==> config.mk <==
export PLATFORM = sky130hd
export DESIGN_NAME = apb_slave_fsm
export DESIGN_NICKNAME = d
export VERILOG_FILES = /design/src/rtl/apb_slave_fsm.sv
export SDC_FILE = /design/constraint.sdc
export NUM_CORES = 1
export LEC_CHECK = 0
export ABC_AREA = 1
export CAP_MARGIN = 20
export CELL_PAD_IN_SITES_DETAIL_PLACEMENT = 0
export CELL_PAD_IN_SITES_GLOBAL_PLACEMENT = 1
export CORE_ASPECT_RATIO = 0.5
export CORE_UTILIZATION = 30
export CTS_BUF_LIST = sky130_fd_sc_hd__clkbuf_16
export DETAILED_ROUTE_END_ITERATION = 10
export GPL_TIMING_DRIVEN = 0
export PLACE_DENSITY = 0.87
export SLEW_MARGIN = 10
export SYNTH_ARGS = -nofsm -noshare
export SYNTH_HDL_FRONTEND = slang
export SYNTH_SLANG_ARGS = --single-unit
==> constraint.sdc <==
create_clock -name clk -period 2.75 [get_ports clk]
set_clock_uncertainty 0.1 [all_clocks]
set_input_delay 0.275 -clock clk [delete_from_list [all_inputs] [get_ports clk]]
set_output_delay 0.275 -clock clk [all_outputs]
set_load 0.01 [all_outputs]
==> src/rtl/apb_slave_fsm.sv <==
// APB slave front-end that turns APB transfers into one-cycle
// write/read strobes towards a register bank.
//
// Ports:
//   clk, rst          clock, synchronous active-high reset
//   PSEL, PENABLE     APB select and access-phase indicator
//   PWRITE            APB direction (1 write, 0 read)
//   PADDR, PWDATA     APB word address and write data
//   PRDATA            registered APB read data
//   PREADY, PSLVERR   transfer completion and error response
//   write_en, rd_en   one-cycle bank write strobe / read request
//   addr, data_in     captured bank address and write data
//   rd_data           bank read data, valid one cycle after rd_en
//   busy              watermark engine running (CTRL start active)
module apb_slave_fsm #(
    parameter int Amba_Word       = 16,
    parameter int Amba_Addr_Depth = 20,
    parameter int Bank_Size       = 42
) (
    input  logic                     clk,
    input  logic                     rst,
    input  logic                     PSEL,
    input  logic                     PENABLE,
    input  logic                     PWRITE,
    input  logic [Amba_Addr_Depth:0] PADDR,
    input  logic [Amba_Word-1:0]     PWDATA,
    output logic [Amba_Word-1:0]     PRDATA,
    output logic                     PREADY,
    output logic                     PSLVERR,
    output logic                     write_en,
    output logic                     rd_en,
    output logic [Amba_Addr_Depth:0] addr,
    output logic [Amba_Word-1:0]     data_in,
    input  logic [Amba_Word-1:0]     rd_data,
    input  logic                     busy
);

    localparam int AW = Amba_Addr_Depth + 1;
    localparam logic [AW-1:0] LIMIT = AW'(Bank_Size);

    typedef enum logic [2:0] {
        IDLE,
        WR,
        RD_REQ,
        RD_WAIT,
        RESP
    } state_t;

    state_t r_state;
    state_t w_next;

    logic [AW-1:0]        r_addr;
    logic [Amba_Word-1:0] r_data;
    logic                 r_err;
    logic [Amba_Word-1:0] r_prdata;

    logic w_setup;
    logic w_capture;
    logic w_err_addr;
    logic w_err_busy;
    logic w_err;

    // A setup phase is only recognised while idle; PENABLE alone
    // without a preceding setup is ignored.
    assign w_setup   = PSEL & ~PENABLE;
    assign w_capture = (r_state == IDLE) & w_setup;

    // Address 0 (CTRL) stays writable while busy so software can
    // always stop the engine.
    assign w_err_addr = (PADDR >= LIMIT);
    assign w_err_busy = PWRITE & busy & (PADDR != '0);
    assign w_err      = w_err_addr | w_err_busy;

    always_ff @(posedge clk) begin
        if (rst) begin
            r_state <= IDLE;
        end else begin
            r_state <= w_next;
        end
    end

    always_comb begin
        w_next = r_state;
        unique case (r_state)
            IDLE: begin
                if (w_setup) begin
                    if (w_err) begin
                        w_next = RESP;
                    end else if (PWRITE) begin
                        w_next = WR;
                    end else begin
                        w_next = RD_REQ;
                    end
                end
            end
            WR:      w_next = RESP;
            RD_REQ:  w_next = RD_WAIT;
            RD_WAIT: w_next = RESP;
            RESP:    w_next = IDLE;
            default: w_next = IDLE;
        endcase
    end

    // Transfer attributes are frozen at capture, so later busy or
    // bus changes cannot disturb the transfer in flight.
    always_ff @(posedge clk) begin
        if (rst) begin
            r_addr <= '0;
            r_data <= '0;
            r_err  <= 1'b0;
        end else if (w_capture) begin
            r_addr <= PADDR;
            r_data <= PWDATA;
            r_err  <= w_err;
        end
    end

    // Read data is only touched by reads: a good read loads the
    // bank value, an errored read returns zero.
    always_ff @(posedge clk) begin
        if (rst) begin
            r_prdata <= '0;
        end else if (r_state == RD_WAIT) begin
            r_prdata <= rd_data;
        end else if (w_capture & w_err & ~PWRITE) begin
            r_prdata <= '0;
        end
    end

    always_comb begin
        write_en = (r_state == WR);
        rd_en    = (r_state == RD_REQ);
        PREADY   = (r_state == RESP);
        PSLVERR  = (r_state == RESP) & r_err;
        addr     = r_addr;
        data_in  = r_data;
        PRDATA   = r_prdata;
    end

endmodule

# Yosys cells after proc, flatten, opt, wreduce, memory -nomap -nowiden
# Cells that the tools add are included.
# word_totals
romBits,0
reg_bits,57
latchBits,0
inputBits,59
word_cells,31
out_inout_bits,57
memories,0
ram_bits,0
# op_classes
order_cmp,1
mul,0
add_sub_neg,0
mux,6
n_eq_ne,5
n_bitwise,10
shifts,0
n_reduce_logical,4
div_mod_pow,0
# ops
cell,count
two-way mux 16 bit,2
>= comparator 21 x 6 -> 1 bit (second input constant),1
nonzero test 21 bit,1
case mux 3 bit (3 select lines),1
bitwise AND 1 bit,7
equality test 3 x 2 -> 1 bit (second input constant),2
two-way mux 3 bit,2
equality test 3 x 1 -> 1 bit (second input constant),1
equality test 3 bit (second input constant),1
zero test 3 bit,1
two-way mux 2 bit,1
!= test 2 bit (second input constant),1
inverter 1 bit,2
nonzero test 2 bit,1
OR reduction 2 bit,1
bitwise OR 1 bit,1

# Depth between registers and ports, before layout
# Gate-level depths: netlist of run 1.
# logic_depth
depth_word,7
ltp_mapped,10
ltp_nobuf,9

# Least setup slack after synthesis of run 1
# OpenSTA, ideal clock, no wires.
# synth_timing
path_type,register to register
startpoint,register r_state[2]
endpoint,register r_prdata[10] (netlist: PRDATA[10])
t_required_ns,2.518
slack_ns,1.300
t_arrival_ns,1.218
setup_time_ns,0.132
path_stages_with_launch,8
n_path_buf,1
path_cell_list,dfxtp_1 -> inv_2 -> nand3_2 -> nor3_4 -> nand3_4 -> buf_8 -> nand3_2 -> a21oi_1
# synth_between
elab_chain_len,5
# synth_lines
item,line_no,text
from (decl),49,state_t r_state;
from (signal assigned),78,r_state <= w_next;
zero test 3 bit,66,assign w_capture = (r_state == IDLE) & w_setup;
bitwise AND 1 bit,66,
bitwise AND 1 bit (2 in a row),125,end else if (w_capture & w_err & ~PWRITE) begin
nonzero test 2 bit (no source line),n/a,
to (signal assigned),124,r_prdata <= rd_data;
to (decl),55,logic [Amba_Word-1:0] r_prdata;
# Several ways; a longest one is shown, not always the timed one.
# A chain may end at the register's enable or synchronous reset.

# Worst setup path after layout of run 1
# layout_timing
startpoint,register r_state[2]
endpoint,output PSLVERR
# layout_between
elab_chain_len,2
# layout_lines
item,line_no,text
equality test 3 bit,134,PSLVERR = (r_state == RESP) & r_err;
bitwise AND 1 bit,134,
to (decl),29,"output logic PSLVERR,"
# Every way passes these cells.

==> impl_table.tex, run 1 <==
\begin{tabular}{lr}
\hline
Metric & Value \\
\hline
\multicolumn{2}{l}{\textbf{Clock tree}} \\
\quad Setup bufs post-CTS & 0 \\
\quad Max clock buf depth & 2 \\
\quad Root buffer selected by CTS & sky130\_fd\_sc\_hd\_\_clkbuf\_16 \\
\quad CTS hold repair buffers & 0 \\
\quad Worst-skew pair later-pin latency & 0.32 ns \\
\quad \# H-tree levels & 3 \\
\quad Clock-pin slew on the worst setup and hold paths & 0.05 ns \\
\quad CTS tree & yes \\
\quad Sink Count & 57 \\
\quad Cells resized by post-CTS repair & 0 \\
\quad Total CTS buffers & 9 \\
\multicolumn{2}{l}{\textbf{Global route}} \\
\quad Via count of the first global-routing pass & 2161 \\
\quad Number of antenna violations at the first check in global routing & 0 \\
\quad Pin count of the biggest net entering global routing & 11 \\
\quad GRT overflow & 0 \\
\quad GRT Util Overall & 0.1642 \\
\quad Wire length of the first global-routing pass & 10410 µm \\
\multicolumn{2}{l}{\textbf{Setup path}} \\
\quad CP peak stage delay & 0.54 ns \\
\quad Reg2Reg Depth & 6 \\
\quad Register-to-register setup slack & 1.06 ns \\
\quad Worst reg2reg endpoint & PRDATA[10]\$\_SDFFE\_PP0P\_ \\
\quad Peak fanout along the critical path & 4 \\
\quad Top cell family by delay on the critical path & buffers and inverters \\
\quad Type of element launching the critical path & register \\
\quad Classification of the worst setup path & reg -> out \\
\quad Slowest CP cell & sky130\_fd\_sc\_hd\_\_clkdlybuf4s50\_1 \\
\quad Critical register-to-register path startpoint & r\_state[0]\$\_SDFFE\_PP0P\_ \\
\quad Buf+Inv Stages, Crit Path & 2 \\
\quad Arrival time worst endpoint & 1.74 ns \\
\quad Critical Path RT & 2.38 ns \\
\quad Capturing element type of the critical path & output port \\
\quad CP Cell Sequence & inv\_2, nor3\_1, and2\_1, clkdlybuf4s50\_1 \\
\multicolumn{2}{l}{\textbf{Layout}} \\
\quad Area of combinational cells with multiple inputs & 998.5 µm² \\
\quad Number of inserted filler cells in the final layout & 720 \\
\quad Fin cells & 524 \\
\quad Diodes inserted & 0 \\
\quad Register area & 0.001141 mm² \\
\quad Total number of nets in the final design & 482 \\
\quad Area growth syn-to-layout & 65.35\% \\
\quad Fin util & 0.5177 \\
\quad Ratio of cells with drive above 1 in the final layout & 0.1075 \\
\multicolumn{2}{l}{\textbf{Placed design}} \\
\quad Hpwl dp & 4893 µm \\
\quad Port Buf Inserts & 114 \\
\quad Number of placed instances, taps included & 508 \\
\quad Gpl congestion & 0.7367 \\
\multicolumn{2}{l}{\textbf{Power}} \\
\quad Pwr/cell area & 558.4 mW/mm² \\
\quad Maximum resistive drop on vdd & 0.3648 mV \\
\quad Leakage power & 1.494 nW \\
\quad Overall power of the completed layout & 2.141 mW \\
\multicolumn{2}{l}{\textbf{Synthesis}} \\
\quad Dominant combinational cell family by area after synthesis & simple AND/OR/NAND/NOR gates \\
\quad Multiplexer fraction of the synthesized cell area & 0 \\
\quad FF+latch count, synth & 57 \\
\quad Post-Syn Area per Cell & 7.780 µm² \\
\quad Post-synthesis instance area & 0.002318 mm² \\
\quad Post-synthesis sequential area ratio & 0.4922 \\
\quad Synth Area in XOR/XNOR & 0 \\
\quad Post-synthesis net count & 357 \\
\quad Simple-Gate Fraction of Synth Area & 0.2860 \\
\quad Post-synthesis cell count & 298 \\
\quad Number of warnings printed during yosys synthesis & 0 \\
\quad Fraction of registers with async set or reset after synthesis & 0 \\
\quad Count of flip-flops with a built-in enable after synthesis & 0 \\
\quad Post-synthesis share of cell area spent on full adders, half adders and majority gates & 0 \\
\quad Predominant post-synthesis flop cell & sky130\_fd\_sc\_hd\_\_dfxtp\_1 \\
\quad Number of distinct library cells after synthesis & 25 \\
\quad Post-synthesis compound-gate area fraction & 0.1446 \\
\multicolumn{2}{l}{\textbf{Detailed routing}} \\
\quad DR pass1 iterations & 4 \\
\quad Final Routed Wirelength & 6470 µm \\
\quad Drt initial violations & 106 \\
\quad Antenna-violating nets left & 0 \\
\quad Routed vias/inst & 4.368 \\
\quad Drt wl/cell & 12.35 µm \\
\quad Total via count after detailed routing & 2289 \\
\quad DRC & 0 \\
\multicolumn{2}{l}{\textbf{Floorplan}} \\
\quad Total number of placement rows & 22 \\
\quad Overall die area & 0.008105 mm² \\
\quad Area of the placeable core & 0.007405 mm² \\
\quad Count of pins on the block boundary & 116 \\
\quad Initial core utilization & 0.3131 \\
\quad Horizontal die dimension & 126.3 µm \\
\quad Vertical die dimension & 64.16 µm \\
\multicolumn{2}{l}{\textbf{STA}} \\
\quad Final critical delay including setup and external delays & 2.114 ns \\
\quad Final Max Tran Viols & 0 \\
\quad Setup TNS Final & 0 ns \\
\quad Slew at the pin closest to its max-slew limit & 0.5389 ns \\
\quad Max\_slew headroom & 0.6388 \\
\quad Unrepaired setup endpoints after global routing & false \\
\quad Top achievable clock speed & 473.1 MHz \\
\quad Final Hold Fails & 0 \\
\quad Number of setup violations in the final report & 0 \\
\quad Part of the cycle the worst path needs & 0.7686 \\
\multicolumn{2}{l}{\textbf{Min path}} \\
\quad Hold-critical path depth & 2 \\
\quad Hold-critical path endpoint & PRDATA[0]\$\_SDFFE\_PP0P\_ \\
\quad Hold Path Origin & rst \\
\quad Type of the most critical hold path & in -> reg \\
\multicolumn{2}{l}{\textbf{Flow run}} \\
\quad Reported max-cap violation count & 0 \\
\multicolumn{2}{l}{\textbf{Outcome}} \\
\quad Outcome & completed \\
\hline
\end{tabular}
-- per-layer routing --
metal,up-vias,part of all wire,global-route usage
li1,1219,-,-
met1,1020,0.49,0.2081
met2,46,0.47,0.2680
met3,4,0.035,0.05109
met4,0,0.0045,0.04970
met5,-,0,0
-- final cells by class --
type                    count  area share
clock buffers               9     0.05875
repair buffers            114      0.2976
inverters                  18     0.01762
well taps                  96     0.03133
flip-flops and latches     57      0.2976
multi-input cells         207      0.2604
clock inverters             7    0.007507
plain buffers              16     0.02905
-- synthesized netlist by cell type (2+ instances only) --
cell type	instances	area share
sky130_fd_sc_hd__nor2_2	2	0.0054
sky130_fd_sc_hd__nand3_2	11	0.047
sky130_fd_sc_hd__nand2_1	28	0.045
sky130_fd_sc_hd__inv_1	13	0.021
sky130_fd_sc_hd__o21ai_0	34	0.073
sky130_fd_sc_hd__buf_6	4	0.019
sky130_fd_sc_hd__dfxtp_1	57	0.49
sky130_fd_sc_hd__clkbuf_1	5	0.0081
sky130_fd_sc_hd__clkbuf_2	4	0.0086
sky130_fd_sc_hd__a21oi_2	2	0.0076
sky130_fd_sc_hd__nand3_1	12	0.026
sky130_fd_sc_hd__nor3_1	3	0.0065
sky130_fd_sc_hd__nor2_1	81	0.13
sky130_fd_sc_hd__a21oi_1	23	0.050
sky130_fd_sc_hd__inv_2	5	0.0081
sky130_fd_sc_hd__o21ai_1	5	0.011
-- cells by family after synthesis --
| logic type | Yosys count |
|---|---|
| DFF | 57 |
| AOI/OAI and AO/OA | 65 |
| and+or+nand+nor | 142 |
| buffers and inverters | 34 |
-- how the worst max path moves through the flow --
stage                                  from                       to  slack [ns]  cells after the start
floorplan           r_state[2]$_SDFFE_PP0P_  PRDATA[10]$_SDFFE_PP0P_        1.30                      7
global placement                   PADDR[6]  PRDATA[10]$_SDFFE_PP0P_        0.74                     11
detailed placement                 PADDR[6]  PRDATA[10]$_SDFFE_PP0P_        0.73                     11
CTS                 r_state[2]$_SDFFE_PP0P_                  PSLVERR        0.61                      4
global route        r_state[2]$_SDFFE_PP0P_                  PSLVERR        0.56                      4
finish              r_state[2]$_SDFFE_PP0P_                  PSLVERR        0.64                      4
-- power by group --
group	internal (mW)	leakage [nW]	switching (mW)	total (mW)
clock network	0.587	0.130	0.353	0.940
logic	0.178	0.898	0.132	0.311
registers	0.870	0.466	0.0202	0.890
-- placed cells by master, fill, tap and decap left out, drive strengths merged --
cell type and instances:
o21ai 39, nand3 24, a21oi 25, clkbuf 18, clkdlybuf4s50 114, and2 1
buf 7, nor2 83, nor3 5, inv 19, a22oi 1, nand2 29
dfxtp 57, clkinv 6
-- state kept, by name (all words and copies together), names as in the netlist --
signal   flops
r_state      3
data_in     16
PRDATA      16
r_err        1
addr        21
-- stage by stage --
step	setup slack, ns	area (µm²)	hold slack (ns)
finish	0.6363	3834	0.2362
global route	0.5602	3834	0.2792
CTS	0.6098	3834	0.2396
detailed placement	0.7271	3580	0.3652
global placement	0.7358	3580	0.3569
floorplan	1.300	2318	0.3099
Note: power is estimated with default switching activity, not from simulation.
==> run 2, diff against run 1 <==
CORE_UTILIZATION = 27   (was 30)
PLACE_DENSITY = 0.79   (was 0.87)
clock period = 2.1 ns   (was 2.75 ns; I/O delays follow)
==> run 2 against run 1 <==
  * Sequential share of layout area fell by 0.19 points
  * Power is 31% higher
  * Clock power increased by 31%
  * Sequential power up 31%
  * Largest cell class unchanged
  * Setup slack lost 0.48 ns
  * Critical path depth unchanged
  * Non-clock buffer count is the same
==> impl_table.tex, run 2 (same netlist as run 1, synthesis figures left out) <==
\begin{tabular}{lr}
\hline
Metric & Value \\
\hline
\multicolumn{2}{l}{\textbf{Outcome}} \\
\quad Outcome & completed \\
\multicolumn{2}{l}{\textbf{Floorplan}} \\
\quad Total number of placement rows & 23 \\
\quad Area of the placeable core & 0.008173 mm² \\
\quad Vertical die dimension & 67.53 µm \\
\quad Initial core utilization & 0.2837 \\
\quad Horizontal die dimension & 133.1 µm \\
\quad Count of pins on the block boundary & 116 \\
\quad Overall die area & 0.008984 mm² \\
\multicolumn{2}{l}{\textbf{Setup path}} \\
\quad Capturing element type of the critical path & output port \\
\quad Top cell family by delay on the critical path & buffers and inverters \\
\quad CP peak stage delay & 0.54 ns \\
\quad Peak fanout along the critical path & 4 \\
\quad Arrival time worst endpoint & 1.64 ns \\
\quad Type of element launching the critical path & register \\
\quad Slowest CP cell & sky130\_fd\_sc\_hd\_\_clkdlybuf4s50\_1 \\
\quad CP Cell Sequence & inv\_2, nor3\_2, and2\_1, clkdlybuf4s50\_1 \\
\quad Classification of the worst setup path & reg -> out \\
\quad Critical Path RT & 1.79 ns \\
\quad Buf+Inv Stages, Crit Path & 2 \\
\multicolumn{2}{l}{\textbf{Detailed routing}} \\
\quad Drt wl/cell & 12.29 µm \\
\quad Antenna-violating nets left & 0 \\
\quad Total via count after detailed routing & 2315 \\
\quad Final Routed Wirelength & 6634 µm \\
\quad DRC & 0 \\
\quad DR pass1 iterations & 4 \\
\quad Drt initial violations & 137 \\
\quad Routed vias/inst & 4.287 \\
\multicolumn{2}{l}{\textbf{Power}} \\
\quad Pwr/cell area & 727.3 mW/mm² \\
\quad Maximum resistive drop on vdd & 0.4727 mV \\
\quad Leakage power & 1.499 nW \\
\quad Overall power of the completed layout & 2.806 mW \\
\multicolumn{2}{l}{\textbf{Layout}} \\
\quad Largest register FFs & 21 \\
\quad Total number of nets in the final design & 482 \\
\quad Most common cell after layout, fill and taps aside & sky130\_fd\_sc\_hd\_\_clkdlybuf4s50\_1 \\
\quad Ratio of cells with drive above 1 in the final layout & 0.1098 \\
\quad Most frequent cells in the layout & 114 x sky130\_fd\_sc\_hd\_\_clkdlybuf4s50\_1, 81 x sky130\_fd\_sc\_hd\_\_nor2\_1, 57 x sky130\_fd\_sc\_hd\_\_dfxtp\_1 \\
\quad Fin util & 0.4721 \\
\quad Fin cells & 540 \\
\quad Area growth syn-to-layout & 66.43\% \\
\quad Diodes inserted & 0 \\
\multicolumn{2}{l}{\textbf{Placed design}} \\
\quad Post-placement worst setup slack & 0.1219 ns \\
\quad Hpwl dp & 4998 µm \\
\quad Gpl congestion & 0.7240 \\
\quad Number of placed instances, taps included & 524 \\
\quad Port Buf Inserts & 114 \\
\multicolumn{2}{l}{\textbf{Clock tree}} \\
\quad Worst-skew pair later-pin latency & 0.31 ns \\
\quad Max clock buf depth & 2 \\
\quad Clock-pin slew on the worst setup and hold paths & 0.05 ns \\
\quad Setup bufs post-CTS & 0 \\
\quad CTS hold repair buffers & 0 \\
\quad CTS tree & yes \\
\quad Total CTS buffers & 9 \\
\quad Sink Count & 57 \\
\quad \# H-tree levels & 3 \\
\quad Root buffer selected by CTS & sky130\_fd\_sc\_hd\_\_clkbuf\_16 \\
\multicolumn{2}{l}{\textbf{STA}} \\
\quad Part of the cycle the worst path needs & 0.9278 \\
\quad Top achievable clock speed & 513.2 MHz \\
\quad Setup TNS Final & 0 ns \\
\quad Final Hold Fails & 0 \\
\quad Final Max Tran Viols & 0 \\
\quad Max\_slew headroom & 0.6481 \\
\quad Final critical delay including setup and external delays & 1.948 ns \\
\quad Crit path setup slack, layout & 0.1516 ns \\
\quad Number of setup violations in the final report & 0 \\
\quad Unrepaired setup endpoints after global routing & false \\
\quad Slew at the pin closest to its max-slew limit & 0.5251 ns \\
\multicolumn{2}{l}{\textbf{Global route}} \\
\quad Wire length of the first global-routing pass & 10540 µm \\
\quad Number of antenna violations at the first check in global routing & 0 \\
\quad GRT Util Overall & 0.1523 \\
\quad Via count of the first global-routing pass & 2189 \\
\quad Pin count of the biggest net entering global routing & 11 \\
\quad GRT overflow & 0 \\
\multicolumn{2}{l}{\textbf{Min path}} \\
\quad Type of the most critical hold path & in -> reg \\
\multicolumn{2}{l}{\textbf{Flow run}} \\
\quad Reported max-cap violation count & 0 \\
\hline
\end{tabular}
[run 2: changes by cell type in the layout (fill, tap and decap cells not counted)]
cell and delta:
sky130_fd_sc_hd__nor3_1 -1, sky130_fd_sc_hd__nor3_2 +1
[run 2: per-stage QoR]
step | area (µm²) | hold WS (ns)
2_1_floorplan | 2318 | 0.2449
3_3_place_gp | 3600 | 0.3529
3_5_place_dp | 3600 | 0.3609
4_1_cts | 3854 | 0.1827
5_1_grt | 3859 | 0.2075
6_report | 3859 | 0.1831
[run 2: repair_timing]
item                                    4_1_cts  5_1_grt
hold endpoints to repair                      0        0
resized for setup                             0        1
endpoints found under the setup margin        0        1
[run 2: final cells by class]
| type | instances | area [µm²] |
|---|---|---|
| clock buffer | 9 | 225.2 |
| buffer | 16 | 111.4 |
| inverter | 18 | 67.56 |
| sequential | 57 | 1141 |
| timing repair buffer | 114 | 1141 |
| fill | 862 | 4314 |
| multi-input combinational | 207 | 1003 |
| tap | 112 | 140.1 |
| clock inverter | 7 | 28.78 |
[run 2: worst paths after layout]
path                            cells past startpoint  slack (ns)                endpoint                    start
worst min register to register                      2        0.37      r_err$_SDFFE_PP0P_       r_err$_SDFFE_PP0P_
worst max-delay path                                4        0.15                 PSLVERR  r_state[2]$_SDFFE_PP0P_
worst min-delay path                                2        0.18  PRDATA[1]$_SDFFE_PP0P_                      rst
worst max register to register                      7        0.40  PRDATA[7]$_SDFFE_PP0P_  r_state[2]$_SDFFE_PP0P_
[run 2: where the power goes]
part | total, mW | internal [mW] | switching [mW] | leakage, nW
Clock | 1.23 | 0.770 | 0.464 | 0.130
Sequential | 1.17 | 1.14 | 0.0260 | 0.466
Combinational | 0.408 | 0.233 | 0.174 | 0.902
Total | 2.81 | 2.14 | 0.664 | 1.50
[run 2: routing by layer]
metal / vias to the layer above / wire (µm) / track usage
met5: - / 0 / 0
met4: 0 / 80 / 0.07184
met3: 6 / 235 / 0.04655
met2: 45 / 3150 / 0.2500
met1: 1044 / 3167 / 0.1864
li1: 1220 / - / -
==> run 3, diff against run 2 <==
CORE_MARGIN = 2   (was not set)
SLEW_MARGIN = not set   (was 10)
==> run 3 against run 2 <==
  * Via count rose by 1.3%
  * Global-route usage rose by 0.65 points
  * Setup slack got worse by 0.0097 ns
  * Register-to-register slack got worse by 0.03 ns
  * Non-clock buffer count did not move
  * First-iteration DRC count fell by 13%
  * Worst hold slack got worse by 0.0078 ns
  * Largest cell class unchanged
==> impl_table.tex, run 3 (same netlist as run 1, synthesis figures left out) <==
\begin{tabular}{lr}
\hline
Metric & Value \\
\hline
\multicolumn{2}{l}{\textbf{Clock tree}} \\
\quad Root buffer selected by CTS & sky130\_fd\_sc\_hd\_\_clkbuf\_16 \\
\quad Sink Count & 57 \\
\quad CTS tree & yes \\
\quad Worst-skew pair later-pin latency & 0.33 ns \\
\quad Cells resized by post-CTS repair & 0 \\
\quad Total CTS buffers & 9 \\
\quad \# H-tree levels & 3 \\
\quad CTS hold repair buffers & 0 \\
\quad Setup bufs post-CTS & 0 \\
\quad Clock-pin slew on the worst setup and hold paths & 0.05 ns \\
\quad Max clock buf depth & 2 \\
\multicolumn{2}{l}{\textbf{STA}} \\
\quad Final Hold Fails & 0 \\
\quad Crit path setup slack, layout & 0.1419 ns \\
\quad Top achievable clock speed & 510.7 MHz \\
\quad Number of setup violations in the final report & 0 \\
\quad Final Max Tran Viols & 0 \\
\quad Setup TNS Final & 0 ns \\
\quad Slew at the pin closest to its max-slew limit & 0.5510 ns \\
\quad Final critical delay including setup and external delays & 1.958 ns \\
\quad Tightest hold margin & 0.1753 ns \\
\quad Unrepaired setup endpoints after global routing & false \\
\quad Max\_slew headroom & 0.6307 \\
\quad Part of the cycle the worst path needs & 0.9324 \\
\multicolumn{2}{l}{\textbf{Global route}} \\
\quad Pin count of the biggest net entering global routing & 11 \\
\quad GRT Util Overall & 0.1588 \\
\quad GRT overflow & 0 \\
\quad Number of antenna violations at the first check in global routing & 0 \\
\quad Via count of the first global-routing pass & 2346 \\
\quad Wire length of the first global-routing pass & 11640 µm \\
\multicolumn{2}{l}{\textbf{Setup path}} \\
\quad Critical register-to-register path startpoint & r\_state[0]\$\_SDFFE\_PP0P\_ \\
\quad CP peak stage delay & 0.55 ns \\
\quad Classification of the worst setup path & reg -> out \\
\quad Type of element launching the critical path & register \\
\quad Crit. Startpoint & r\_state[2]\$\_SDFFE\_PP0P\_ \\
\quad Peak fanout along the critical path & 4 \\
\quad Worst path depth & 4 \\
\quad Worst reg2reg endpoint & PRDATA[9]\$\_SDFFE\_PP0P\_ \\
\quad CP Capture Point & PSLVERR \\
\quad Arrival time worst endpoint & 1.65 ns \\
\quad CP Cell Sequence & inv\_2, nor3\_2, and2\_1, clkdlybuf4s50\_1 \\
\quad Critical Path RT & 1.79 ns \\
\quad Slowest CP cell & sky130\_fd\_sc\_hd\_\_clkdlybuf4s50\_1 \\
\quad Top cell family by delay on the critical path & buffers and inverters \\
\quad Buf+Inv Stages, Crit Path & 2 \\
\quad Capturing element type of the critical path & output port \\
\quad Register-to-register setup slack & 0.37 ns \\
\quad Reg2Reg Depth & 6 \\
\multicolumn{2}{l}{\textbf{Layout}} \\
\quad Fin util & 0.4761 \\
\quad Most common cell after layout, fill and taps aside & sky130\_fd\_sc\_hd\_\_clkdlybuf4s50\_1 \\
\quad Largest register FFs & 21 \\
\quad Most frequent cells in the layout & 114 x sky130\_fd\_sc\_hd\_\_clkdlybuf4s50\_1, 81 x sky130\_fd\_sc\_hd\_\_nor2\_1, 57 x sky130\_fd\_sc\_hd\_\_dfxtp\_1 \\
\quad Total number of nets in the final design & 482 \\
\quad Number of inserted filler cells in the final layout & 822 \\
\quad Register area & 0.001141 mm² \\
\quad Area of combinational cells with multiple inputs & 0.001003 mm² \\
\quad Ratio of cells with drive above 1 in the final layout & 0.1168 \\
\quad Final standard cell area without fillers & 0.003891 mm² \\
\quad Area growth syn-to-layout & 67.84\% \\
\quad Diodes inserted & 0 \\
\quad Fin cells & 540 \\
\multicolumn{2}{l}{\textbf{Placed design}} \\
\quad Placed cell area & 0.003600 mm² \\
\quad Post-placement worst setup slack & 0.1141 ns \\
\quad Gpl congestion & 0.7208 \\
\quad Port Buf Inserts & 114 \\
\quad Hpwl dp & 5207 µm \\
\quad Number of placed instances, taps included & 524 \\
\multicolumn{2}{l}{\textbf{Detailed routing}} \\
\quad Total via count after detailed routing & 2345 \\
\quad DRC & 0 \\
\quad DR pass1 iterations & 4 \\
\quad Drt initial violations & 119 \\
\quad Routed vias/inst & 4.343 \\
\quad Antenna-violating nets left & 0 \\
\quad Drt wl/cell & 12.95 µm \\
\quad Final Routed Wirelength & 6994 µm \\
\multicolumn{2}{l}{\textbf{Power}} \\
\quad Pwr/cell area & 764.5 mW/mm² \\
\quad Maximum resistive drop on vdd & 0.3995 mV \\
\quad Overall power of the completed layout & 2.975 mW \\
\quad Leakage power & 1.512 nW \\
\multicolumn{2}{l}{\textbf{Flow run}} \\
\quad Reported max-cap violation count & 0 \\
\multicolumn{2}{l}{\textbf{Floorplan}} \\
\quad Count of pins on the block boundary & 116 \\
\quad Overall die area & 0.009389 mm² \\
\quad Initial core utilization & 0.2837 \\
\quad Area of the placeable core & 0.008173 mm² \\
\quad Vertical die dimension & 69.53 µm \\
\quad Horizontal die dimension & 135.1 µm \\
\quad Total number of placement rows & 23 \\
\multicolumn{2}{l}{\textbf{Outcome}} \\
\quad Outcome & completed \\
\multicolumn{2}{l}{\textbf{Min path}} \\
\quad Type of the most critical hold path & in -> reg \\
\hline
\end{tabular}
## run 3: cell count changes in the layout (fill, tap and decap cells not counted), sizes merged
cell | previous run | this run
bufinv | 0 | 1
inv | 19 | 18
## run 3: area by class of cell
cell class | count | area share
Sequential cell | 57 | 0.2932
Clock buffer | 9 | 0.05788
Clock inverter | 7 | 0.01576
Timing Repair Buffer | 114 | 0.2932
Tap cell | 112 | 0.03601
Buffer | 16 | 0.02862
Inverter | 18 | 0.01736
Multi-Input combinational cell | 207 | 0.2579
## run 3: metal layers
metal / vias up / routed length [µm] / global-route usage
met3: 17 / 352 / 0.05044
met2: 53 / 3169 / 0.2437
li1: 1219 / - / -
met4: 0 / 159 / 0.07060
met5: - / 0 / 0
met1: 1056 / 3312 / 0.2046
## run 3: worst min path at each step
stage	start	endpoint	slack, ns	cells after the start
after CTS	rst	PRDATA[5]$_SDFFE_PP0P_	0.18	2
after detailed placement	r_err$_SDFFE_PP0P_	r_err$_SDFFE_PP0P_	0.36	2
final	rst	PRDATA[4]$_SDFFE_PP0P_	0.18	2
after floorplan	PADDR[19]	addr[19]$_SDFFE_PP0P_	0.24	2
after global placement	r_err$_SDFFE_PP0P_	r_err$_SDFFE_PP0P_	0.35	2
after global routing	rst	PRDATA[2]$_SDFFE_PP0P_	0.22	2
## run 3: worst reg2reg max path, stage by stage, from the launching register on
cell                      delay (ns)
sky130_fd_sc_hd__dfxtp_1        0.40
sky130_fd_sc_hd__inv_2          0.08
sky130_fd_sc_hd__nor3_2         0.47
sky130_fd_sc_hd__inv_2          0.16
sky130_fd_sc_hd__buf_4          0.24
sky130_fd_sc_hd__nand3_2        0.10
sky130_fd_sc_hd__a21oi_1        0.05
## run 3: report_power, final
part	switching (mW)	internal, mW	total [mW]
Sequential	0.0256	1.14	1.16
Combinational	0.177	0.233	0.410
Clock	0.498	0.903	1.40
Total	0.700	2.27	2.97
